===== src/rtl/mult_pkg.sv =====
// Shared widths, FSM encoding and iteration bound for the shift-add multiplier.
package mult_pkg;
  localparam int N_BITS = 5;
  localparam int P_BITS = 10;

  typedef enum logic [1:0] {
    IDLE = 2'd0,
    CALC = 2'd1,
    DONE = 2'd2
  } state_e;

  localparam logic [2:0] ITER_LAST = 3'd4;
endpackage


===== src/rtl/fiveBitAdder.sv =====
// Five-bit combinational ripple-carry adder.
module fiveBitAdder
  import mult_pkg::*;
(
  output logic [N_BITS-1:0] sum,
  output logic              carry_out,
  input  logic [N_BITS-1:0] a,
  input  logic [N_BITS-1:0] b,
  input  logic              carry_in
);
  logic [N_BITS:0] c;

  assign c[0] = carry_in;

  for (genvar i = 0; i < N_BITS; i++) begin : g_fa
    assign sum[i]   = a[i] ^ b[i] ^ c[i];
    assign c[i+1]   = (a[i] & b[i]) | (c[i] & (a[i] ^ b[i]));
  end

  assign carry_out = c[N_BITS];
endmodule


===== src/rtl/shift_add_multiplier.sv =====
// Sequential 5x5 unsigned multiplier: one add-and-shift per cycle through
// the ripple adder, start/busy/done handshake, registered 10-bit product.
module shift_add_multiplier
  import mult_pkg::*;
(
  input  logic              clk,
  input  logic              reset,
  input  logic              start,
  input  logic [N_BITS-1:0] multiplicand,
  input  logic [N_BITS-1:0] multiplier,
  output logic [P_BITS-1:0] product,
  output logic              busy,
  output logic              done
);
  state_e            state_q, state_d;
  logic [N_BITS-1:0] acc_q, acc_d;
  logic [N_BITS-1:0] q_q, q_d;
  logic [N_BITS-1:0] m_q, m_d;
  logic [2:0]        cnt_q, cnt_d;
  logic [P_BITS-1:0] product_q, product_d;

  logic [N_BITS-1:0] add_b;
  logic [N_BITS-1:0] add_s;
  logic              add_c;
  logic [P_BITS-1:0] shifted;

  // Partial-product add: acc + (q[0] ? m : 0); carry kept as the new acc MSB.
  assign add_b = q_q[0] ? m_q : '0;

  fiveBitAdder u_add (
    .sum       (add_s),
    .carry_out (add_c),
    .a         (acc_q),
    .b         (add_b),
    .carry_in  (1'b0)
  );

  assign shifted = {add_c, add_s, q_q[N_BITS-1:1]};

  // Next-state: operand capture on accepted start, add/shift iterations in CALC.
  always_comb begin
    state_d   = state_q;
    acc_d     = acc_q;
    q_d       = q_q;
    m_d       = m_q;
    cnt_d     = cnt_q;
    product_d = product_q;
    unique case (state_q)
      IDLE, DONE: begin
        if (start) begin
          m_d     = multiplicand;
          q_d     = multiplier;
          acc_d   = '0;
          cnt_d   = '0;
          state_d = CALC;
        end else begin
          state_d = IDLE;
        end
      end
      CALC: begin
        {acc_d, q_d} = shifted;
        cnt_d        = cnt_q + 3'd1;
        if (cnt_q == ITER_LAST) begin
          product_d = shifted;
          state_d   = DONE;
        end
      end
      default: state_d = IDLE;
    endcase
  end

  // State and datapath registers; reset discards any multiply in flight.
  always_ff @(posedge clk or posedge reset) begin
    if (reset) begin
      state_q   <= IDLE;
      acc_q     <= '0;
      q_q       <= '0;
      m_q       <= '0;
      cnt_q     <= '0;
      product_q <= '0;
    end else begin
      state_q   <= state_d;
      acc_q     <= acc_d;
      q_q       <= q_d;
      m_q       <= m_d;
      cnt_q     <= cnt_d;
      product_q <= product_d;
    end
  end

  assign product = product_q;
  assign busy    = (state_q == CALC);
  assign done    = (state_q == DONE);
endmodule


===== config.mk =====
export PLATFORM = sky130hd
export DESIGN_NAME = shift_add_multiplier
export DESIGN_NICKNAME = d
export VERILOG_FILES = /design/src/rtl/mult_pkg.sv /design/src/rtl/fiveBitAdder.sv /design/src/rtl/shift_add_multiplier.sv
export SDC_FILE = /design/constraint.sdc
export NUM_CORES = 1
export LEC_CHECK = 0
export BUFFER_PORTS_ARGS = -buffer_cell sky130_fd_sc_hd__buf_2
export CAP_MARGIN = 20
export CORE_ASPECT_RATIO = 0.7
export CORE_UTILIZATION = 45
export DETAILED_ROUTE_END_ITERATION = 6
export GPL_TIMING_DRIVEN = 0
export PLACE_DENSITY = 0.64
export SYNTH_ARGS = -nofsm -noshare
export SYNTH_HDL_FRONTEND = slang
export SYNTH_SLANG_ARGS = --single-unit

===== constraint.sdc =====
create_clock -name clk -period 3 [get_ports clk]
set_input_delay 0.15 -clock clk [delete_from_list [all_inputs] [get_ports clk]]
set_output_delay 0.15 -clock clk [all_outputs]
set_load 0.01 [all_outputs]

==> run summary <==
Antenna Nets Post-Route -> 0
Critical Path AT -> 2.82 ns
Place WS -> 0.371 ns
CTS H-tree depth -> 2
final non-filler cell area -> 0.00168 sq mm
slew at the pin closest to its max-slew limit -> 0.511 ns
Final Routed Wirelength -> 2650 um
Worst-Skew Late Latency -> 0.28 ns
post-DP HPWL -> 1910 um
total via count in the routed design -> 957
Avg Vias per Cell -> 5.17
most common cell type on the critical path -> sky130_fd_sc_hd__fa_1
synthesized area divided by synthesized cell count -> 12.1 sq um
global placer's final weighted congestion -> 0.765
number of port buffers -> 24
number of global-route vias before repair -> 925
category of the worst setup path capture point -> flip-flop
number of gates given a new drive strength after cts -> 0
number of standard-cell rows in the floorplan -> 16
number of remaining DRC errors -> 0
share of cells above drive strength 1 -> 32.9%
most used flip-flop cell after synthesis -> sky130_fd_sc_hd__dfrtp_1
Static Leak -> 0.000866 uW
Bufs on Longest Clock Path -> 2
family of cells with the greatest summed delay on the critical path -> adder cells
global-route total usage across every layer -> 18.1%
area of the die -> 0.00335 sq mm
number of ports placed on the die boundary -> 25
largest voltage drop on the vdd net -> 410 uV
cell taking the most area after synthesis -> sky130_fd_sc_hd__dfrtp_1
fill cell count -> 258
max-cap violations -> 0
wire length of the first global-routing pass -> 4270 um
run status -> complete, no violations
total gr overflow -> 0
maximum number of pins on one net before global-route repair -> 21
worst min-delay path category -> in -> reg
clock buffers created by TritonCTS -> 5
worst path buffer plus inverter count -> 1
type of the worst setup path -> reg -> reg
TritonCTS clock tree -> done
Hold-fix buffers, CTS -> 1
total negative slack -> 0 ns
net count of the mapped netlist -> 136
root buffer cell -> sky130_fd_sc_hd__clkbuf_8
synth cell count leaders -> sky130_fd_sc_hd__dfrtp_1, sky130_fd_sc_hd__inv_1, sky130_fd_sc_hd__nand2_1, sky130_fd_sc_hd__mux2_2, sky130_fd_sc_hd__o21ai_0
required arrival time at the worst endpoint -> 3.21 ns
sequential area share after synthesis -> 53.5%
first drt pass iteration count -> 4
gate count of the mapped netlist -> 116
setup-violating endpoint count in the final report -> 0
number of buffers inserted by post-CTS setup repair -> 0
number of nets at the end of the flow -> 169
number of hold violations in the final report -> 0
timing-limited maximum frequency -> 383 MHz
total number of yosys warnings -> 0
Pwr Total -> 1860 uW
Post-Synthesis Cell Area -> 0.00140 sq mm
Cell Pwr Density -> 1110 mW/mm^2
area growth from synthesis to final layout -> 19.9%
worst setup margin -> 0.390 ns
skew final -> 0.00803 ns
placed standard-cell area -> 0.00160 sq mm
number of synthesized flops with an enable pin -> 0
Die Span Y -> 48.7 um
share of Yosys cell area claimed by the top area cell type -> 53.5%
Crit Path Max Fanout -> 6
number of antenna violations at the first check in global routing -> 0
stage delay of the slowest cell on the critical path -> 0.45 ns
effective utilization at floorplan -> 48.7%
Yosys reg bits -> 30
Max transition margin -> 65.9%
number of sinks handled by clock tree synthesis -> 30
wire per inst -> 14.3 um
final critical delay including setup and external delays -> 2.61 ns
setup repair after global routing missed its margin -> no
die width -> 68.8 um
Setup crit start kind -> flip-flop
area of the core -> 0.00288 sq mm
post-synthesis async set-or-reset flop share -> 100%
clock slew at the register clock pins of the worst setup and hold paths -> 0.06 ns
Inserted Diodes -> 0
count of distinct cell types in the synthesized netlist -> 23
slowest cell on the critical path -> sky130_fd_sc_hd__fa_1
number of design-rule violations left by the first detailed-router iteration -> 17
cell-by-cell trace of the critical path -> and2_1, ha_1, fa_1, fa_1, inv_1, fa_1, fa_1, o21ai_0, a22o_1
final number of max-transition violations -> 0
most frequently used cell type in the post-synthesis netlist -> sky130_fd_sc_hd__dfrtp_1
final critical-path share of the clock period -> 87.0%
cell types with the largest area share after synthesis -> sky130_fd_sc_hd__dfrtp_1, sky130_fd_sc_hd__mux2_2, sky130_fd_sc_hd__fa_1, sky130_fd_sc_hd__buf_6, sky130_fd_sc_hd__inv_1
==> metrics by stage <==
stage / hold WS (ns) / cells / util, %
after floorplan: 0.241 / 116 / -
after global placement: 0.383 / 176 / 54.4
after detailed placement: 0.215 / 177 / 55.4
after CTS: 0.0989 / 185 / 58.4
after global routing: 0.100 / 185 / 58.4
final: 0.104 / 185 / 58.4
==> worst paths after layout <==
check / from / to / slack [ns] / depth (start not counted)
max in group asynchronous: reset / product[1] / 2.09 / 4
hold reg to reg: product[2] / product[2] / 0.48 / 2
hold / removal: multiplicand[2] / m_q[2] / 0.10 / 2
setup / recovery: q_q[0] / acc_q[3] / 0.39 / 9
min in group asynchronous: reset / cnt_q[1] / 0.44 / 3
setup reg to reg: q_q[0] / acc_q[3] / 0.39 / 9
==> layout make-up <==
cell class	instances	area, sq um	area share, %
Sequential cell	30	751	44.6
Multi-Input combinational cell	67	543	32.3
Timing Repair Buffer	26	158	9.37
Clock buffer	7	76.3	4.54
Buffer	6	61.3	3.64
Inverter	13	48.8	2.90
Tap cell	36	45.0	2.68
==> placed cells by master, fill, tap and decap left out <==
master	count
sky130_fd_sc_hd__o2bb2ai_1	2
sky130_fd_sc_hd__o21ai_0	8
sky130_fd_sc_hd__inv_1	13
sky130_fd_sc_hd__buf_6	5
sky130_fd_sc_hd__buf_2	24
sky130_fd_sc_hd__nand2b_4	1
sky130_fd_sc_hd__clkbuf_2	1
sky130_fd_sc_hd__o22ai_1	5
sky130_fd_sc_hd__nand3b_1	1
sky130_fd_sc_hd__ha_1	3
sky130_fd_sc_hd__fa_1	4
sky130_fd_sc_hd__mux2_2	9
sky130_fd_sc_hd__buf_16	1
sky130_fd_sc_hd__nand2_1	13
sky130_fd_sc_hd__dlygate4sd3_1	1
sky130_fd_sc_hd__a21o_1	1
sky130_fd_sc_hd__mux2_4	1
sky130_fd_sc_hd__nand2b_1	2
sky130_fd_sc_hd__nor2_2	1
sky130_fd_sc_hd__clkbuf_8	5
sky130_fd_sc_hd__mux2i_1	1
sky130_fd_sc_hd__and2_1	3
sky130_fd_sc_hd__a22o_1	4
sky130_fd_sc_hd__clkbuf_1	2
sky130_fd_sc_hd__a21oi_1	6
sky130_fd_sc_hd__nand4b_4	1
sky130_fd_sc_hd__dfrtp_1	30
sky130_fd_sc_hd__nor2b_1	1
==> metal layers <==
layer / GRT usage [%] / vias up / share of wire, %
li1: - / 452 / -
met2: 26.6 / 19 / 46
met1: 24.6 / 482 / 49
met5: 0 / - / 0
met3: 7.08 / 4 / 4.2
met4: 5.10 / 0 / 1.0
==> cells by family after synthesis <==
kind of cell    count (synthesis)  share of synthesized area, %
flops                          30                          53.5
mux                            11                          9.00
buf+inv                        19                          7.84
compound gates                 26                          11.5
simple gates                   23                          9.80
fa+ha+maj                       7                          8.38
==> power breakdown <==
part           internal, uW  switching (uW)
clock                   159             137
sequential              602             117
combinational           427             421
==> state kept, by name (all words and copies together) (netlist names) <==
name,flops
acc_q,5
product,10
q_q,5
cnt_q,3
state_q,2
m_q,5
(Power assumes the default switching activity.)
